$ cat config.mk
export PLATFORM = sky130hd
export DESIGN_NAME = kernel_select_ctrl
export DESIGN_NICKNAME = d
export VERILOG_FILES = /design/src/rtl/kernel_select_ctrl.sv
export SDC_FILE = /design/constraint.sdc
export NUM_CORES = 1
export LEC_CHECK = 0
export ABC_AREA = 0
export BUFFER_PORTS_ARGS = -buffer_cell sky130_fd_sc_hd__clkbuf_2
export CAP_MARGIN = 0
export CORE_MARGIN = 8
export CORE_UTILIZATION = 40
export CTS_CLUSTER_SIZE = 30
export DETAILED_ROUTE_END_ITERATION = 7
export PLACE_DENSITY = 0.65
export SETUP_SLACK_MARGIN = 0.02
export SLEW_MARGIN = 20
export SYNTH_ARGS = -nofsm -noshare
export SYNTH_HDL_FRONTEND = slang
export SYNTH_SLANG_ARGS = --single-unit
$ cat constraint.sdc
create_clock -name CLK -period 4.1 [get_ports CLK]
set_input_delay 0.41 -clock CLK [delete_from_list [all_inputs] [get_ports CLK]]
set_output_delay 0.41 -clock CLK [all_outputs]
set_load 0.005 [all_outputs]
$ cat src/rtl/kernel_select_ctrl.sv
// Front-panel kernel selector: synchronises/debounces four active-low buttons, encodes the
// chosen filter and sequences the filter-processor reset window. Debounce gated by KSEL_DEBOUNCE_EN.
module kernel_select_ctrl #(
  parameter int unsigned DEBOUNCE_CYCLES = 500000,
  parameter int unsigned HOLD_CYCLES     = 16
) (
  input  logic       CLK,
  input  logic       reset,
  input  logic       kernel1,
  input  logic       kernel2,
  input  logic       kernel3,
  input  logic       identity,
  input  logic       proc_done,
  output logic [1:0] kernel,
  output logic       proc_reset,
  output logic       running,
  output logic       sel_pulse
);

  typedef enum logic [1:0] {HOLD, RUN, DONE} state_t;

  localparam int unsigned NB  = 4;
  localparam int unsigned HCW = $clog2(HOLD_CYCLES) + 1;
  localparam logic [HCW-1:0] HOLD_LAST = HCW'(HOLD_CYCLES - 1);

  if (DEBOUNCE_CYCLES < 2 || HOLD_CYCLES < 1) begin : g_bad_params
    $error("kernel_select_ctrl: DEBOUNCE_CYCLES must be >= 2 and HOLD_CYCLES >= 1");
  end

  state_t         state, state_nx;
  logic [HCW-1:0] hold_cnt;
  logic [NB-1:0]  btn_n, s1, s2, deb, deb_q, press;
  logic           accept;
  logic [1:0]     press_code;

  // Bit order follows selection priority: bit 0 (kernel1) wins.
  assign btn_n = {identity, kernel3, kernel2, kernel1};

  always_ff @(posedge CLK) begin
    if (reset) begin
      s1    <= '1;
      s2    <= '1;
      deb_q <= '1;
    end else begin
      s1    <= btn_n;
      s2    <= s1;
      deb_q <= deb;
    end
  end

`ifdef KSEL_DEBOUNCE_EN
  localparam int unsigned DCW = $clog2(DEBOUNCE_CYCLES) + 1;
  localparam logic [DCW-1:0] DB_LAST = DCW'(DEBOUNCE_CYCLES - 1);

  logic [DCW-1:0] db_cnt [NB];
  logic [NB-1:0]  deb_r;

  always_ff @(posedge CLK) begin
    if (reset) begin
      deb_r <= '1;
      for (int unsigned i = 0; i < NB; i++) db_cnt[i] <= '0;
    end else begin
      for (int unsigned i = 0; i < NB; i++) begin
        if (s2[i] == deb_r[i]) begin
          db_cnt[i] <= '0;
        end else if (db_cnt[i] >= DB_LAST) begin
          deb_r[i]  <= s2[i];
          db_cnt[i] <= '0;
        end else begin
          db_cnt[i] <= db_cnt[i] + 1'b1;
        end
      end
    end
  end

  assign deb = deb_r;
`else
  assign deb = s2;
`endif

  // Press = debounced falling edge; releases never generate events.
  assign press = deb_q & ~deb;

  always_comb begin
    press_code = 2'b00;
    if (press[0])      press_code = 2'b00;
    else if (press[1]) press_code = 2'b01;
    else if (press[2]) press_code = 2'b10;
    else if (press[3]) press_code = 2'b11;
    accept = (|press) && !(state == RUN && press_code == kernel);
  end

  always_comb begin
    state_nx = state;
    case (state)
      HOLD: begin
        if (accept)                     state_nx = HOLD;
        else if (hold_cnt == HOLD_LAST) state_nx = RUN;
      end
      RUN: begin
        if (accept)         state_nx = HOLD;
        else if (proc_done) state_nx = DONE;
      end
      DONE: begin
        if (accept) state_nx = HOLD;
      end
      default: state_nx = HOLD;
    endcase
  end

  always_ff @(posedge CLK) begin
    if (reset) begin
      state      <= HOLD;
      hold_cnt   <= '0;
      kernel     <= 2'b00;
      sel_pulse  <= 1'b0;
      proc_reset <= 1'b1;
      running    <= 1'b0;
    end else begin
      state      <= state_nx;
      sel_pulse  <= accept;
      proc_reset <= (state_nx == HOLD);
      running    <= (state_nx == RUN);
      if (accept) begin
        kernel   <= press_code;
        hold_cnt <= '0;
      end else if (state == HOLD && hold_cnt != HOLD_LAST) begin
        hold_cnt <= hold_cnt + 1'b1;
      end
    end
  end

endmodule

==> flow_metrics.py, run 1 <==
metrics = {
    "run_status": {
        "outcome": "complete, no violations",
    },
    "layout": {
        "mostFrequentLayoutCell": "dfxtp_1",
        "drive_above_1_share": 0.384,
        "final_core_util": 0.473,
        "antenna_cells": 0,
        "area_growth_pct": 11.2,
        "layout_common_cells": "dfxtp_1, or2_2, clkbuf_2",
        "final_nets": 110,
    },
    "timing": {
        "finClkSkew_ns": 0.00477,
        "max_freq_mhz": 542,
        "final.min_clock_period_ns": 1.84,
        "slew-limit-headroom": 0.670,
        "rsz0062_at_grt": "false",
        "final-setup-viol-count": 0,
        "hold_ws_ns": 0.278,
        "slew_violations": 0,
        "finalCritPeriodShare": 0.450,
        "tns_ns": 0,
        "worstMarginPinSlew_ns": 0.492,
        "hold_violations": 0,
    },
    "synth": {
        "ys_ff_latch": 24,
        "synth.distinct_cells": 30,
        "synth_nets": 96,
        "syn_avg_cell_area_sq_um": 10.8,
        "ys_seq_area_frac": 0.510,
        "synth_area_sq_um": 942,
        "synth_cells": 87,
        "ys_warn_count": 0,
    },
    "cts": {
        "cts_buffers": 3,
        "ctsHoldBuffers": 0,
        "cts_sinks": 24,
        "cts_buffer_depth": 2,
        "clock_latency_ns": 0.30,
        "ctsResizeCount": 0,
        "cts.clk_slew.worst_paths_ns": 0.12,
        "post_cts.repair.setup_buffers": 0,
        "cts-root-buf": "clkbuf_4",
        "htree_levels": 1,
        "cts_tree": "yes",
    },
    "die": {
        "core_area_sq_um": 2210,
        "io_pins": 12,
        "fp.dieW_um": 64.5,
        "start_util": 0.426,
        "dieArea_sq_um": 4160,
        "fp.dieH_um": 64.5,
        "fp-row-count": 17,
    },
    "global_route": {
        "grt_pass1_vias": 571,
        "grt_overflow": 0,
        "antenna_found_initial": 0,
        "gr-usage-all-layers": 0.0713,
        "grt_max_degree": 25,
        "grt_pass1_wl_mm": 2.37,
    },
    "route": {
        "drtPass1Iterations": 3,
        "ant_nets": 0,
        "post_drt_wl_per_cell_um": 10.4,
        "vias_per_cell": 4.66,
        "first_iter_violations": 12,
        "num_vias": 592,
        "route.detailed.drc": 0,
        "drt-total-wl_mm": 1.32,
    },
    "setup_path": {
        "required_ns": 4.34,
        "reg2reg_from": "hold_cnt[0]",
        "cp-startpoint": "hold_cnt[0]",
        "crit_path_end_kind": "register",
        "arrival_ns": 2.08,
        "cp_max_fo": 7,
        "endpoint": "hold_cnt[3]",
        "critical_path.startpoint_type": "register",
        "critPathKind": "reg2reg",
        "r2r_cells": 7,
        "rrSetupSlack_ns": 2.26,
        "r2r_end": "hold_cnt[3]",
    },
    "power_and_ir_drop": {
        "power_mw": 0.382,
        "ir_drop_uv": 158,
        "p_per_area_nw_per_um2": 365,
        "p_leak_nw": 0.429,
    },
    "hold_path": {
        "holdCritPathClass": "in2reg",
    },
    "placement": {
        "gp_congestion": 0.705,
        "hpwl_um": 964,
        "portBuffers": 11,
    },
    "run": {
        "max-cap-violations": 0,
    },
}
[power breakdown]
group | internal, mW | leakage (nW) | switching (mW)
clock network | 0.0342 | 0.0138 | 0.0633
logic | 0.0183 | 0.218 | 0.0196
registers | 0.242 | 0.197 | 0.00485
total | 0.294 | 0.429 | 0.0878
[kinds of logic (layout without fill, tap and decap cells)]
kind of cell               after synthesis  after routing  share of synthesized area
AOI/OAI and AO/OA                        9              9                      0.104
xor gates and xnor gates                 4              4                     0.0452
adders and majority gates                2              2                     0.0266
buffers and inverters                    5             17                     0.0199
DFF                                     24             24                      0.510
muxes                                    2              2                     0.0212
and+or+nand+nor                         41             41                      0.274
[Yosys cell counts, drive strengths merged]
cell     instances  area [sq um]
dfxtp           24           480
or2             13          81.3
nor3             7          40.0
nor2             5          26.3
nor2b            5          36.3
inv              3          11.3
nand2            3          11.3
a21oi            2          10.0
clkbuf           2          7.51
ha               2          25.0
mux2i            2          20.0
nand2b           2          20.0
nand4            2          12.5
nor4             2          12.5
xnor2            2          25.0
xor2             2          17.5
a2111oi          1          15.0
a211oi           1          12.5
a21o             1          7.51
a22oi            1          7.51
a31oi            1          12.5
a41oi            1          27.5
and3             1          6.26
o21ai            1          5.00
or3              1          11.3
[cell type report]
cell class | count | area, sq um
Clock buffer | 3 | 22.5
Fill cell | 217 | 1160
Inverter | 3 | 11.3
Multi-Input combinational cell | 58 | 443
Sequential cell | 24 | 480
Tap cell | 28 | 35.0
Timing Repair Buffer | 11 | 55.1
[metal layers]
| metal | vias up | part of all wire | track usage |
|---|---|---|---|
| met5 | - | 0 | 0 |
| met4 | 0 | 0.011 | 0.0572 |
| met3 | 2 | 0.055 | 0.0275 |
| met2 | 8 | 0.45 | 0.108 |
| met1 | 261 | 0.49 | 0.0779 |
| li1 | 321 | - | - |
[critical path: stages, from the launching register on]
cell and delay [ns]:
dfxtp_1 0.35, ha_1 0.22, and3_1 0.18, ha_1 0.20
nor3_2 0.39, nand4_1 0.17, xor2_1 0.16, nor3_1 0.11
[sequential cells by signal, indices dropped and copies added, names as in the netlist]
| signal | count |
|---|---|
| state | 2 |
| s1 | 4 |
| hold_cnt | 5 |
| deb | 4 |
| running | 1 |
| proc_reset | 1 |
| sel_pulse | 1 |
| deb_q | 4 |
| kernel | 2 |
[metrics by stage]
stage                     worst slack, ns  area, sq um  cells
after CTS                            2.24         1050    127
final                                2.26         1050    127
after detailed placement             2.25         1020    124
after global routing                 2.09         1050    127
after global placement               2.33         1020    124
after floorplan                      2.40          942     87
[worst min path at each step]
stage / cells after the start / start / endpoint / slack [ns]
floorplan: 1 / s1[0] / deb[0] / 0.39
global placement: 1 / s1[1] / deb[1] / 0.39
global route: 2 / kernel3 / s1[2] / 0.26
finish: 2 / kernel2 / s1[1] / 0.28
detailed placement: 1 / s1[1] / deb[1] / 0.39
CTS: 2 / kernel1 / s1[0] / 0.26
(Power assumes the default switching activity.)
==> run 2, diff against run 1 <==
- clock period: 4.1 -> 1.83 ns (I/O delays scaled with it)
==> run 2 against run 1 <==
Effect of this change:
- global-route usage is 0.53 points higher
- routed wire length rose by 9.0%
- clock skew decreased by 0.0017 ns
- final area up 2.7%
- critical path type unchanged
- largest power group unchanged
==> flow_metrics.py, run 2 (synthesis gave the netlist of run 1 again) <==
metrics = {
    "cts": {
        "cts_sinks": 24,
        "cts_buffer_depth": 2,
        "htree_levels": 1,
        "cts-root-buf": "clkbuf_4",
        "clock_latency_ns": 0.31,
        "cts_tree": "yes",
        "cts.clk_slew.worst_paths_ns": 0.13,
        "cts_buffers": 3,
    },
    "die": {
        "dieArea_sq_um": 4160,
        "io_pins": 12,
        "fp.dieH_um": 64.5,
        "start_util": 0.426,
        "core_area_sq_um": 2210,
        "fp-row-count": 17,
        "fp.dieW_um": 64.5,
    },
    "layout": {
        "layout_common_cells": "dfxtp_1, or2_2, clkbuf_2",
        "antenna_cells": 0,
        "instances_no_fill": 130,
        "regMostFlops": "hold_cnt",
        "final_nets": 112,
        "mostFrequentLayoutCell": "dfxtp_1",
        "design_area_sq_um": 1080,
        "largest_reg_flops": 5,
        "area_growth_pct": 14.2,
        "drive_above_1_share": 0.402,
    },
    "setup_path": {
        "arrival_ns": 1.87,
        "critPathMaxStageDelay_ns": 0.36,
        "critPathKind": "reg2reg",
        "crit_path_end_kind": "register",
        "critical_path.startpoint_type": "register",
        "crit_slowest_cell": "dfxtp_1",
        "crit_chain": "ha_1 -> and3_1 -> ha_1 -> nor3_2 -> buf_4 -> buf_4 -> mux2i_1 -> nor3_1",
        "crit_buf_inv": 2,
        "cp_max_fo": 6,
        "cp_top_family": "adder cells",
        "required_ns": 2.03,
    },
    "power_and_ir_drop": {
        "p_switching_mw": 0.212,
        "p_seq_frac": 0.604,
        "p_int_mw": 0.705,
        "power_frac_comb": 0.095,
        "p_sw_frac": 0.231,
        "clock_power_share": 0.302,
        "ir_drop_uv": 397,
        "power_mw": 0.917,
        "p_per_area_nw_per_um2": 852,
        "p_leak_nw": 0.444,
    },
    "placement": {
        "gp_congestion": 0.705,
        "hpwl_mm": 1.01,
        "portBuffers": 11,
        "placed_cells": 125,
        "dpl_cell_area_sq_um": 1030,
    },
    "timing": {
        "hold_violations": 0,
        "final.min_clock_period_ns": 1.67,
        "tns_ns": 0,
        "final-setup-viol-count": 0,
        "slew_violations": 0,
        "finalCritPeriodShare": 0.915,
        "hold_ws_ns": 0.0453,
        "slew-limit-headroom": 0.717,
        "worstMarginPinSlew_ns": 0.425,
        "max_freq_mhz": 597,
        "rsz0062_at_grt": "false",
        "finClkSkew_ns": 0.00311,
    },
    "global_route": {
        "grt_pass1_vias": 603,
        "grt_pass1_wl_mm": 2.52,
        "gr-usage-all-layers": 0.0765,
        "antenna_found_initial": 0,
        "grt_overflow": 0,
        "grt_max_degree": 25,
    },
    "route": {
        "drt-total-wl_mm": 1.44,
        "route.detailed.drc": 0,
        "post_drt_wl_per_cell_um": 11.1,
        "ant_nets": 0,
        "num_vias": 609,
        "drtPass1Iterations": 4,
        "first_iter_violations": 19,
        "vias_per_cell": 4.68,
    },
    "run": {
        "max-cap-violations": 0,
    },
    "hold_path": {
        "holdCritPathClass": "in2reg",
    },
    "run_status": {
        "outcome": "complete, no violations",
    },
}
## run 2: cell count changes in the layout (fill, tap and decap cells not counted), sizes merged
cell / previous run / this run
clkbuf: 14 / 15
buf: 0 / 2
## run 2: final cells by class
cell class | instances | area (sq um)
Sequential cell | 24 | 480
Clock buffer | 4 | 36.3
Fill cell | 224 | 1140
Timing Repair Buffer | 13 | 70.1
Multi-Input combinational cell | 58 | 443
Inverter | 3 | 11.3
Tap cell | 28 | 35.0
## run 2: power groups by stage
stage               Clock (mW)  Sequential [mW]  Combinational (mW)
floorplan                    0            0.564              0.0652
global placement             0            0.564              0.0855
detailed placement           0            0.565              0.0873
CTS                      0.291            0.554              0.0877
global route             0.317            0.556              0.0952
finish                   0.277            0.553              0.0866
## run 2: path summary, 6_finish.rpt
path	to	slack, ns	start	cells past startpoint
max	hold_cnt[1]	0.16	hold_cnt[0]	8
min reg2reg	deb[1]	0.42	s1[1]	1
min	s1[2]	0.05	kernel3	2
max reg2reg	hold_cnt[1]	0.16	hold_cnt[0]	8
## run 2: through the flow
step	setup WS, ns	utilization
after floorplan	0.130	-
after global placement	0.236	0.467
after detailed placement	0.160	0.467
after CTS	0.152	0.483
after global routing	0.0339	0.486
final	0.155	0.486
## run 2: timing repair
item	4_1_cts	5_1_grt
gates resized for setup	0	0
hold buffers	0	0
endpoints found under the setup margin	0	1
hold endpoints to repair	0	0
buffers inserted	0	1
## run 2: layer usage
metal,share of wire,GRT usage
met1,0.49,0.0819
met2,0.46,0.123
met3,0.040,0.0258
met4,0.013,0.0572
met5,0,0
==> run 3, diff against run 2 <==
- PLACE_DENSITY: 0.65 -> 0.57
==> run 3 against run 2 <==
Effect of this change:
- sequential cell count is the same
- utilization rose by 0.40 points
- critical path depth stayed put
- non-clock buffer count down 1
- worst setup slack lost 0.0071 ns
- clock-buffer cell count decreased by 1
- routed wire length is 2.2% higher
- sequential share of layout area down 0.36 points
- combinational power is essentially flat
- clock skew up 0.0096 ns
- via count decreased by 2.3%
- clock power grew 36%
- critical path type unchanged
- largest cell class unchanged
- largest power group unchanged
==> flow_metrics.py, run 3 (synthesis gave the netlist of run 1 again) <==
metrics = {
    "route": {
        "ant_nets": 0,
        "route.detailed.drc": 0,
        "drt-total-wl_mm": 1.47,
        "num_vias": 595,
        "post_drt_wl_per_cell_um": 11.4,
        "vias_per_cell": 4.61,
        "drtPass1Iterations": 2,
        "first_iter_violations": 22,
    },
    "die": {
        "fp.dieW_um": 64.5,
        "core_area_sq_um": 2210,
        "io_pins": 12,
        "fp.dieH_um": 64.5,
        "fp-row-count": 17,
        "dieArea_sq_um": 4160,
        "start_util": 0.426,
    },
    "cts": {
        "post_cts.repair.setup_buffers": 0,
        "ctsResizeCount": 0,
        "cts_sinks": 24,
        "cts_buffers": 3,
        "cts-root-buf": "clkbuf_4",
        "ctsHoldBuffers": 0,
        "cts.clk_slew.worst_paths_ns": 0.14,
        "htree_levels": 1,
        "cts_buffer_depth": 2,
        "clock_latency_ns": 0.31,
        "cts_tree": "yes",
    },
    "layout": {
        "area_growth_pct": 15.1,
        "final_nets": 111,
        "ff_latch_area_sq_um": 480,
        "antenna_cells": 0,
        "mostFrequentLayoutCell": "dfxtp_1",
        "layout_common_cells": "dfxtp_1, or2_2, clkbuf_2",
        "fillCellCount": 223,
        "multi_input_area_sq_um": 443,
        "largest_reg_flops": 5,
        "drive_above_1_share": 0.396,
        "regMostFlops": "hold_cnt",
    },
    "hold_path": {
        "holdCritPathClass": "in2reg",
    },
    "run_status": {
        "outcome": "complete, no violations",
    },
    "timing": {
        "rsz0062_at_grt": "false",
        "hold_violations": 0,
        "max_freq_mhz": 595,
        "final-setup-viol-count": 0,
        "finalCritPeriodShare": 0.919,
        "slew-limit-headroom": 0.716,
        "worstMarginPinSlew_ns": 0.426,
        "tns_ns": 0,
        "slew_violations": 0,
        "finClkSkew_ns": 0.0127,
        "final.min_clock_period_ns": 1.68,
    },
    "power_and_ir_drop": {
        "p_per_area_nw_per_um2": 938,
        "power_mw": 1.02,
        "ir_drop_uv": 578,
        "p_leak_nw": 0.447,
    },
    "placement": {
        "hpwl_mm": 1.08,
        "gp_congestion": 0.742,
        "portBuffers": 11,
    },
    "global_route": {
        "grt_pass1_wl_mm": 2.48,
        "grt_overflow": 0,
        "grt_pass1_vias": 558,
        "gr-usage-all-layers": 0.0759,
        "grt_max_degree": 25,
        "antenna_found_initial": 0,
    },
    "setup_path": {
        "crit_path_end_kind": "register",
        "critical_path.startpoint_type": "register",
        "critPathKind": "reg2reg",
        "cp_max_fo": 7,
        "required_ns": 2.07,
        "arrival_ns": 1.92,
    },
    "run": {
        "max-cap-violations": 0,
    },
}
## run 3: worst paths after layout
kind	from	to	slack, ns	depth (start not counted)
min	kernel1	s1[0]	0.04	2
min reg2reg	s1[0]	deb[0]	0.43	1
max	hold_cnt[0]	hold_cnt[3]	0.15	8
max reg2reg	hold_cnt[0]	hold_cnt[3]	0.15	8
## run 3: worst max-delay path, cell delays in order (launching register included)
cell,delay (ns)
dfxtp_1,0.35
ha_1,0.21
and3_1,0.19
ha_1,0.20
nor3_2,0.10
buf_4,0.18
nand4_1,0.11
xor2_1,0.15
nor3_1,0.11
## run 3: area by class of cell
class | instances | share of cell area
flip-flops and latches | 24 | 0.443
multi-input cells | 58 | 0.408
repair buffers | 12 | 0.0577
well taps | 28 | 0.0323
clock inverters | 1 | 0.0277
clock buffers | 3 | 0.0208
inverters | 3 | 0.0104
## run 3: per-layer routing
| metal | vias up | track usage | wire, um |
|---|---|---|---|
| met2 | 9 | 0.108 | 638 |
| met5 | - | 0 | 0 |
| met1 | 260 | 0.0900 | 732 |
| met4 | 0 | 0.0490 | 14 |
| li1 | 324 | - | - |
| met3 | 2 | 0.0344 | 85 |
## run 3: through the flow
stage | setup slack [ns] | instance area [sq um] | util | std cells | hold WS, ns
6_report | 0.148 | 1080 | 0.490 | 129 | 0.0372
5_1_grt | 0.0265 | 1080 | 0.490 | 129 | 0.0225
4_1_cts | 0.139 | 1080 | 0.490 | 129 | 0.0285
3_5_place_dp | 0.161 | 1030 | 0.467 | 125 | 0.369
3_3_place_gp | 0.223 | 1030 | 0.467 | 125 | 0.366
2_1_floorplan | 0.130 | 942 | - | 87 | 0.252
## run 3: power breakdown
part           total, mW  internal [mW]  switching (mW)
Clock              0.378          0.221           0.157
Sequential         0.553          0.542          0.0106
Combinational     0.0864         0.0411          0.0452
Total               1.02          0.805           0.213
